===== src/rtl/key_pkg.sv =====
// Shared types and default timing for the key event decoder.
// The default timing constants assume a 50 MHz clock.
package key_pkg;

  typedef enum logic [2:0] {
    IDLE  = 3'd0,
    HELD  = 3'd1,
    LONG  = 3'd2,
    WAIT2 = 3'd3,
    HELD2 = 3'd4
  } key_state_t;

  // Release gap sits slightly above the 2^24-cycle auto-repeat period.
  localparam int GAP_TIMEOUT_DEF   = 17_000_000;
  localparam int DCLICK_WINDOW_DEF = 12_500_000;
  localparam int LONG_PULSES_DEF   = 4;

endpackage


===== src/rtl/key_event_fsm.sv =====
// Single-key click / double-click / long-press classifier.
// Optional evt_repeat generation in LONG is enabled by defining KEY_REPEAT_EN.
module key_event_fsm
  import key_pkg::*;
#(
  parameter int CNT_W         = 26,
  parameter int GAP_TIMEOUT   = GAP_TIMEOUT_DEF,
  parameter int DCLICK_WINDOW = DCLICK_WINDOW_DEF,
  parameter int LONG_PULSES   = LONG_PULSES_DEF
) (
  input  logic clk,
  input  logic rst_n,
  input  logic key_pulse,
  output logic evt_click,
  output logic evt_dclick,
  output logic evt_long,
  output logic evt_repeat,
  output logic busy
);

  localparam logic [CNT_W-1:0] GAP_T   = CNT_W'(GAP_TIMEOUT);
  localparam logic [CNT_W-1:0] WIN_T   = CNT_W'(DCLICK_WINDOW);
  localparam logic [CNT_W-1:0] CNT_MAX = '1;
  localparam logic [3:0]       LONG_T  = 4'(LONG_PULSES);

  key_state_t       state_q, state_d;
  logic [3:0]       pcnt_q, pcnt_d;
  logic [CNT_W-1:0] gcnt_q, gcnt_d;
  logic [CNT_W-1:0] wcnt_q, wcnt_d;
  logic             click_q, click_d;
  logic             dclick_q, dclick_d;
  logic             long_q, long_d;
  logic             busy_q, busy_d;
  logic [3:0]       pcnt_inc;
  logic [CNT_W-1:0] gcnt_inc;
  logic [CNT_W-1:0] wcnt_inc;

  // All counters saturate instead of wrapping.
  assign pcnt_inc = (pcnt_q == 4'hF)    ? pcnt_q : pcnt_q + 4'd1;
  assign gcnt_inc = (gcnt_q == CNT_MAX) ? gcnt_q : gcnt_q + CNT_W'(1);
  assign wcnt_inc = (wcnt_q == CNT_MAX) ? wcnt_q : wcnt_q + CNT_W'(1);

`ifdef KEY_REPEAT_EN
  logic repeat_q, repeat_d;
`endif

  always_comb begin
    state_d  = state_q;
    pcnt_d   = pcnt_q;
    gcnt_d   = gcnt_q;
    wcnt_d   = wcnt_q;
    click_d  = 1'b0;
    dclick_d = 1'b0;
    long_d   = 1'b0;
`ifdef KEY_REPEAT_EN
    repeat_d = 1'b0;
`endif
    // A pulse always takes priority over a timeout decided on the same edge.
    unique case (state_q)
      IDLE: begin
        if (key_pulse) begin
          state_d = HELD;
          pcnt_d  = 4'd1;
          gcnt_d  = '0;
        end
      end
      HELD: begin
        if (key_pulse) begin
          gcnt_d = '0;
          pcnt_d = pcnt_inc;
          if (pcnt_inc == LONG_T) begin
            long_d  = 1'b1;
            state_d = LONG;
          end
        end else begin
          gcnt_d = gcnt_inc;
          if (gcnt_inc == GAP_T) begin
            state_d = WAIT2;
            wcnt_d  = '0;
          end
        end
      end
      WAIT2: begin
        if (key_pulse) begin
          dclick_d = 1'b1;
          state_d  = HELD2;
          gcnt_d   = '0;
        end else begin
          wcnt_d = wcnt_inc;
          if (wcnt_inc == WIN_T) begin
            click_d = 1'b1;
            state_d = IDLE;
          end
        end
      end
      LONG, HELD2: begin
        if (key_pulse) begin
          gcnt_d = '0;
`ifdef KEY_REPEAT_EN
          repeat_d = (state_q == LONG);
`endif
        end else begin
          gcnt_d = gcnt_inc;
          if (gcnt_inc == GAP_T) begin
            state_d = IDLE;
          end
        end
      end
      default: state_d = IDLE;
    endcase
    if (state_d == IDLE) begin
      pcnt_d = '0;
      gcnt_d = '0;
      wcnt_d = '0;
    end
    busy_d = (state_d != IDLE);
  end

  always_ff @(posedge clk or negedge rst_n) begin
    if (!rst_n) begin
      state_q  <= IDLE;
      pcnt_q   <= '0;
      gcnt_q   <= '0;
      wcnt_q   <= '0;
      click_q  <= 1'b0;
      dclick_q <= 1'b0;
      long_q   <= 1'b0;
      busy_q   <= 1'b0;
    end else begin
      state_q  <= state_d;
      pcnt_q   <= pcnt_d;
      gcnt_q   <= gcnt_d;
      wcnt_q   <= wcnt_d;
      click_q  <= click_d;
      dclick_q <= dclick_d;
      long_q   <= long_d;
      busy_q   <= busy_d;
    end
  end

`ifdef KEY_REPEAT_EN
  always_ff @(posedge clk or negedge rst_n) begin
    if (!rst_n) begin
      repeat_q <= 1'b0;
    end else begin
      repeat_q <= repeat_d;
    end
  end
  assign evt_repeat = repeat_q;
`else
  assign evt_repeat = 1'b0;
`endif

  assign evt_click  = click_q;
  assign evt_dclick = dclick_q;
  assign evt_long   = long_q;
  assign busy       = busy_q;

endmodule


===== src/rtl/key_event_decoder.sv =====
// Multi-key event decoder: one independent key_event_fsm per key.
// Define KEY_REPEAT_EN to enable evt_repeat pulses during a long press.
module key_event_decoder
  import key_pkg::*;
#(
  parameter int KEY_NUM       = 3,
  parameter int CNT_W         = 26,
  parameter int GAP_TIMEOUT   = GAP_TIMEOUT_DEF,
  parameter int DCLICK_WINDOW = DCLICK_WINDOW_DEF,
  parameter int LONG_PULSES   = LONG_PULSES_DEF
) (
  input  logic               clk,
  input  logic               rst_n,
  input  logic [KEY_NUM-1:0] key_pulse,
  output logic [KEY_NUM-1:0] evt_click,
  output logic [KEY_NUM-1:0] evt_dclick,
  output logic [KEY_NUM-1:0] evt_long,
  output logic [KEY_NUM-1:0] evt_repeat,
  output logic [KEY_NUM-1:0] busy
);

  for (genvar k = 0; k < KEY_NUM; k++) begin : g_key
    key_event_fsm #(
      .CNT_W        (CNT_W),
      .GAP_TIMEOUT  (GAP_TIMEOUT),
      .DCLICK_WINDOW(DCLICK_WINDOW),
      .LONG_PULSES  (LONG_PULSES)
    ) u_fsm (
      .clk       (clk),
      .rst_n     (rst_n),
      .key_pulse (key_pulse[k]),
      .evt_click (evt_click[k]),
      .evt_dclick(evt_dclick[k]),
      .evt_long  (evt_long[k]),
      .evt_repeat(evt_repeat[k]),
      .busy      (busy[k])
    );
  end

endmodule


===== config.mk =====
export PLATFORM = sky130hd
export DESIGN_NAME = key_event_decoder
export DESIGN_NICKNAME = d
export VERILOG_FILES = /design/src/rtl/key_pkg.sv /design/src/rtl/key_event_fsm.sv /design/src/rtl/key_event_decoder.sv
export SDC_FILE = /design/constraint.sdc
export NUM_CORES = 1
export LEC_CHECK = 0
export ABC_AREA = 0
export CORE_ASPECT_RATIO = 0.75
export CORE_MARGIN = 3
export CORE_UTILIZATION = 70
export CTS_BUF_LIST = sky130_fd_sc_hd__clkbuf_4 sky130_fd_sc_hd__clkbuf_8
export DETAILED_ROUTE_END_ITERATION = 8
export PLACE_DENSITY = 0.95
export SYNTH_ARGS = -nofsm -noshare
export SYNTH_HDL_FRONTEND = slang
export SYNTH_HIERARCHICAL = 1
export SYNTH_SLANG_ARGS = --single-unit

===== constraint.sdc =====
create_clock -name clk -period 8.05 [get_ports clk]
set_input_delay 0.805 -clock clk [delete_from_list [all_inputs] [get_ports clk]]
set_output_delay 0.805 -clock clk [all_outputs]
set_load 0.005 [all_outputs]

==> results of run 1 <==
==> layout make-up <==
type                            instances  area, um2
Timing Repair Buffer                   29      261.5
Tap cell                              282      352.8
Fill cell                            1617       5329
Sequential cell                       189       4730
Multi-Input combinational cell       1564       9539
Inverter                               36      135.1
Clock inverter                         14      125.1
Clock buffer                           18      247.7
==> registers in the layout, indices dropped and copies added (netlist names) <==
register                flops
g_key.u_fsm/evt_dclick      3
g_key.u_fsm/state_q         9
g_key.u_fsm/evt_long        3
g_key.u_fsm/gcnt_q         78
g_key.u_fsm/pcnt_q         12
g_key.u_fsm/evt_click       3
g_key.u_fsm/busy            3
g_key.u_fsm/wcnt_q         78
==> cell families (layout without fill, tap and decap cells) <==
logic type | Yosys count | in the layout | synth area share (%)
flops | 189 | 189 | 31.22
xor+xnor | 42 | 42 | 2.428
other cells | 3 | 3 | 0.07433
buf+inv | 196 | 97 | 5.930
mux | 21 | 21 | 1.437
simple gates | 900 | 900 | 32.10
compound gates | 588 | 588 | 26.00
fa+ha+maj | 10 | 10 | 0.8094
==> metal layers <==
layer | up-vias | GRT usage, %
met4 | 0 | 6.549
met2 | 1116 | 50.40
met3 | 75 | 7.037
met5 | - | 0
li1 | 7122 | -
met1 | 7352 | 54.21
==> cell usage in the layout (no fill, tap or decap), types with 13 or more instances in the layout <==
cell             netlist  routed
or4_1                 28      28
nor2_1               185     185
and2_1                15      15
buf_4                 12      13
nand4_1               64      64
nand3_1              106     106
mux2i_1               15      15
xor2_1                19      19
clkbuf_8               0      19
a22oi_1               31      31
nor3_1                62      62
nand2_1              174     174
inv_1                 35      35
xnor2_1               23      23
dfrtp_1              189     189
o21ai_0              129     129
a21oi_1              187     187
o211ai_1              19      19
a311oi_2              18      18
nor4_1                46      46
a211oi_1              19      19
and4_1                21      20
nand2b_1              23      23
a31oi_1               38      38
and3_1                34      34
clkdlybuf4s50_1        0      15
or3_1                 51      51
==> path summary, 6_finish.rpt <==
| kind | start | to | slack [ns] | depth (start not counted) |
|---|---|---|---|---|
| setup reg to reg | g_key[2].u_fsm/wcnt_q[0] | g_key[2].u_fsm/pcnt_q[2] | 3.46 | 11 |
| max in group asynchronous | rst_n | g_key[2].u_fsm/gcnt_q[18] | 6.14 | 2 |
| min in group clk | g_key[0].u_fsm/wcnt_q[18] | g_key[0].u_fsm/wcnt_q[18] | 0.56 | 1 |
| setup / recovery | g_key[2].u_fsm/wcnt_q[0] | g_key[2].u_fsm/pcnt_q[2] | 3.46 | 11 |
| hold / removal | rst_n | g_key[2].u_fsm/wcnt_q[5] | 0.37 | 1 |
| hold reg to reg | g_key[0].u_fsm/wcnt_q[18] | g_key[0].u_fsm/wcnt_q[18] | 0.56 | 1 |
==> through the flow <==
stage | hold slack [ns] | cell area [um2]
3_5_place_dp | 0.5346 | 15020
2_1_floorplan | 0.5051 | 15150
3_3_place_gp | 0.5273 | 15020
5_1_grt | 0.4456 | 15390
4_1_cts | 0.4283 | 15390
6_report | 0.3655 | 15390
==> power groups by stage <==
| stage | Combinational, W | Clock [W] | Sequential, W |
|---|---|---|---|
| 3_5_place_dp | 0.00101 | 0 | 0.00116 |
| 2_1_floorplan | 0.000843 | 0 | 0.00110 |
| 6_report | 0.00105 | 0.000622 | 0.00115 |
| 4_1_cts | 0.00102 | 0.000632 | 0.00114 |
| 3_3_place_gp | 0.000971 | 0 | 0.00115 |
| 5_1_grt | 0.00114 | 0.000669 | 0.00116 |
==> impl_metrics.yaml, run 1 <==
setup_path:
  max_stage_delay_ns: 1.07
  path_cells: "ha_1 > nand3_1 > nor4_2 > buf_4 > nand3_1 > a211o_1 > nor4_1 > nand4_1 > a21oi_1 > and4b_2 > a211oi_1"
  cp-start-kind: "flop"
  worstPathRequired_ns: 8.36
  crit_path_end_kind: "flop"
  critPathTopFamily: "simple AND/OR/NAND/NOR gates"
  slowest_stage: "and4b_2"
  critical_path_buf_inv_count: 1
  critPathKind: "reg -> reg"
  cp_max_fo: 57
  cp_data_arrival_time_ns: 4.90
  crit_top_cell: "nand3_1"
routing:
  drtPass1Iterations: 6
  wl_met3_um: 5097
  wire_per_inst_um: 19.52
  vias: 15670
  top_layer_used: "met4"
  drt_iter0_drc: 2591
  met1_length_um: 18190
  final_antenna_net_count: 0
  drc: 0
  drt_wl_total_um: 41610
  wl_met2_um: 17860
  via_per_inst: 7.348
yosys:
  ys_warn_count: 6
  syn-num-nets: 1963
  synthesis.area_um2: 15150
  avgSynthCellArea_um2: 7.773
  ys_top_cells_by_count: "189 x dfrtp_1, 187 x a21oi_1, 185 x nor2_1"
  synth_seq_cells: 189
  ys.flop_type: "dfrtp_1"
  synth_top_cell_area_share_pct: 31.22
  yosys-top-cells-area: "dfrtp_1 31%, a21oi_1 6.2%, nor2_1 4.6%"
  ys_seq_area_share_pct: 31.22
  synth_cells: 1949
  synth.distinct_cells: 101
  synth_edf_count: 0
  async_flop_share_pct: 100.0
  yosysTopAreaCell: "dfrtp_1"
  yosysMostFrequentCell: "dfrtp_1"
sta:
  max_freq_mhz: 217.8
  finalSetupTns_ns: 0
  rsz0062_at_grt: "no"
  worstMarginPinSlew_ns: 1.318
  relSlewSlack_pct: 11.79
  finalCritPeriodShare_pct: 57.04
  setup_viol: 0
  hold_viol: 0
  post-route-min-period_ns: 4.592
  finClkSkew_ns: 0.02321
  drv_slew: 0
  timing.final.ws_setup_ns: 3.458
placement:
  place_hpwl_um: 28250
  io_buffers: 16
  place_ws_ns: 3.543
  dp.cells: 2100
  place_congestion: 0.9996
die:
  ios: 20
  num_rows: 45
  design.core.area_um2: 20720
  die_area_um2: 23460
  die_w_um: 175.9
  die_h_um: 133.4
  start_util_pct: 73.12
hold_path:
  worstHoldPathType: "in -> async"
clock_network:
  cts_buffers: 17
  htreeDepth: 4
  cts_setup_buffers: 0
  clk_pin_slew_ns: 0.11
  cts_tree: "built"
  root_buffer: "clkbuf_8"
  clk_latency_ns: 0.50
  hold_buffers: 0
  cts.sinks: 189
  postCtsResizedCells: 0
  cts_max_path_buffers: 2
power_and_ir_drop:
  power_w: 0.002816
  net-switching-power_w: 0.001269
  p_int_w: 0.001547
  p_leak_nw: 5.528
  power_density_nw_per_um2: 182.9
  p_seq_share_pct: 40.7
  combinationalPowerShare_pct: 37.2
  power_switching_share_pct: 45.07
  power_frac_clock_pct: 22.1
  vdd_ir_drop_max_mv: 0.1782
final_layout:
  instances_no_fill: 2132
  areaGrowthSynthToFinish_pct: 1.594
  diodes: 0
  post-route-util_pct: 74.28
  fin_nets: 1851
  layout-drive-gt1-share_pct: 7.784
global_route:
  grt_pass1_wl_um: 69170
  grt_overflow: 0
  grt_util_all_layers_pct: 34.78
  antenna_found_initial: 0
  grt_max_degree: 112
  grt_pass1_vias: 13850
job:
  drv_cap: 0
outcome:
  outcome: "finished, final reports clean"
Note: power is estimated with default switching activity, not from simulation.
==> run 2, diff against run 1 <==
--- a/config.mk
+++ b/config.mk
@@ -8,10 +8,10 @@
 export ABC_AREA = 0
 export CORE_ASPECT_RATIO = 0.75
 export CORE_MARGIN = 3
-export CORE_UTILIZATION = 70
+export CORE_UTILIZATION = 66
 export CTS_BUF_LIST = sky130_fd_sc_hd__clkbuf_4 sky130_fd_sc_hd__clkbuf_8
 export DETAILED_ROUTE_END_ITERATION = 8
-export PLACE_DENSITY = 0.95
+export PLACE_DENSITY = 0.94
 export SYNTH_ARGS = -nofsm -noshare
 export SYNTH_HDL_FRONTEND = slang
 export SYNTH_HIERARCHICAL = 1
==> constraint.sdc (replaced) <==
create_clock -name clk -period 4.75 [get_ports clk]
set_input_delay 0.475 -clock clk [delete_from_list [all_inputs] [get_ports clk]]
set_output_delay 0.475 -clock clk [all_outputs]
set_load 0.005 [all_outputs]
==> run 2 against run 1 <==
Hold slack lost 0.25 ns. Sequential share of layout area is 0.31 points lower. Sequential cell count is the same. Register-to-register slack got worse by 3.2 ns. Clock power rose by 67%. Highest routed layer unchanged. Global-route usage down 1.2 points. First-iteration DRC count fell by 1.6%. Critical endpoint is now g_key[1].u_fsm/wcnt_q[4].
==> impl_metrics.yaml, run 2 (same netlist as run 1, synthesis figures left out) <==
placement:
  io_buffers: 16
  place_hpwl_um: 29180
  place_congestion: 1.025
  placed_area_um2: 15160
routing:
  drt_iter0_drc: 2550
  vias: 15800
  final_antenna_net_count: 0
  drt_wl_total_um: 42480
  drc: 0
  via_per_inst: 7.317
  wire_per_inst_um: 19.67
  drtPass1Iterations: 7
clock_network:
  cts.sinks: 189
  hold_buffers: 0
  cts_tree: "built"
  postCtsResizedCells: 0
  htreeDepth: 4
  cts_buffers: 17
  root_buffer: "clkbuf_8"
  cts_max_path_buffers: 2
  cts_setup_buffers: 0
  clk_latency_ns: 0.49
  clk_pin_slew_ns: 0.11
final_layout:
  fin_nets: 1867
  postLayoutCellArea_um2: 15550
  layout-drive-gt1-share_pct: 8.628
  areaGrowthSynthToFinish_pct: 2.635
  post-route-util_pct: 69.76
  fill_cells: 1758
  top_regs: "g_key.u_fsm/gcnt_q (78), g_key.u_fsm/wcnt_q (78), g_key.u_fsm/pcnt_q (12)"
  final_common_cell: "dfrtp_1"
  final_cell_mix: "189 x dfrtp_1, 187 x a21oi_1, 185 x nor2_1"
  diodes: 0
sta:
  hold_viol: 0
  finClkSkew_ns: 0.01795
  post-route-min-period_ns: 4.508
  setup_viol: 0
  max_freq_mhz: 221.8
  relSlewSlack_pct: 16.90
  worstMarginPinSlew_ns: 1.242
  finalSetupTns_ns: 0
  whs_ns: 0.1195
  finalCritPeriodShare_pct: 94.90
  rsz0062_at_grt: "no"
  drv_slew: 0
setup_path:
  critical_path_buf_inv_count: 0
  path_cells: "ha_1 > nand4_1 > nor4_1 > a21oi_1 > a211o_1 > a21boi_0 > a311oi_2 > o22ai_2 > a22oi_1"
  critPathKind: "reg -> reg"
  critPathTopFamily: "compound AO/OA/AOI/OAI gates"
  cp_max_fo: 14
  cp_data_arrival_time_ns: 4.84
  worstPathRequired_ns: 5.09
  slowest_stage: "o22ai_2"
  max_stage_delay_ns: 0.79
  cp-start-kind: "flop"
  cp.depth: 9
  reg2regPathDepth: 9
  crit_path_end_kind: "flop"
global_route:
  grt_util_all_layers_pct: 33.54
  grt_pass1_vias: 14150
  grt_max_degree: 110
  antenna_found_initial: 0
  grt_pass1_wl_um: 70360
  grt_overflow: 0
die:
  die_h_um: 137.2
  die_area_um2: 24830
  ios: 20
  die_w_um: 180.9
  num_rows: 47
  design.core.area_um2: 22290
  start_util_pct: 67.97
power_and_ir_drop:
  power_density_nw_per_um2: 311.7
  p_leak_nw: 5.612
  vdd_ir_drop_max_mv: 0.3107
job:
  drv_cap: 0
hold_path:
  worstHoldPathType: "in -> async"
outcome:
  outcome: "finished, final reports clean"
run 2: per-layer routing:
metal,vias to the layer above,GRT usage (%),part of all wire (%)
li1,7171,-,-
met1,7405,49.60,43
met2,1096,48.94,42
met3,132,8.868,13
met4,0,9.006,1.8
met5,-,0,0
run 2: worst paths after layout:
check / to / slack [ns] / start
worst min-delay path: g_key[2].u_fsm/wcnt_q[5] / 0.12 / rst_n
max in group asynchronous: g_key[1].u_fsm/wcnt_q[21] / 3.48 / rst_n
worst max register to register: g_key[1].u_fsm/wcnt_q[4] / 0.24 / g_key[1].u_fsm/gcnt_q[0]
worst min register to register: g_key[0].u_fsm/wcnt_q[18] / 0.58 / g_key[0].u_fsm/wcnt_q[18]
min in group clk: g_key[0].u_fsm/wcnt_q[18] / 0.58 / g_key[0].u_fsm/wcnt_q[18]
worst max-delay path: g_key[1].u_fsm/wcnt_q[4] / 0.24 / g_key[1].u_fsm/gcnt_q[0]
run 2: report_power, final:
part	switching (W)	internal, W
sequential	0.000212	0.00173
clock	0.000656	0.000388
combinational	0.00131	0.000553
total	0.00217	0.00267
run 2: worst reg2reg max path, delay by kind of cell (launching register included):
family	cells	cell delay (ns)
flip-flops	1	0.48
AND/OR/NAND/NOR	2	1.04
AO/OA/AOI/OAI	6	2.47
adder cells (fa/ha/maj)	1	0.37
run 2: layout make-up:
type / count / area, um2 / share of cell area, %
inverter: 36 / 135.1 / 0.8691
clock inverter: 14 / 130.1 / 0.8369
sequential: 189 / 4730 / 30.42
tap: 294 / 367.9 / 2.366
multi-input combinational: 1565 / 9558 / 61.47
timing repair buffer: 44 / 386.6 / 2.487
clock buffer: 18 / 241.5 / 1.553
run 2: through the flow:
step / std cells / setup WS (ns) / power, W
floorplan: 1949 / 1.345 / 0.003297
global placement: 2127 / 0.7857 / 0.003669
detailed placement: 2127 / 0.4375 / 0.003752
CTS: 2159 / 0.3714 / 0.004795
global route: 2160 / 0.03787 / 0.005113
finish: 2160 / 0.2422 / 0.004847
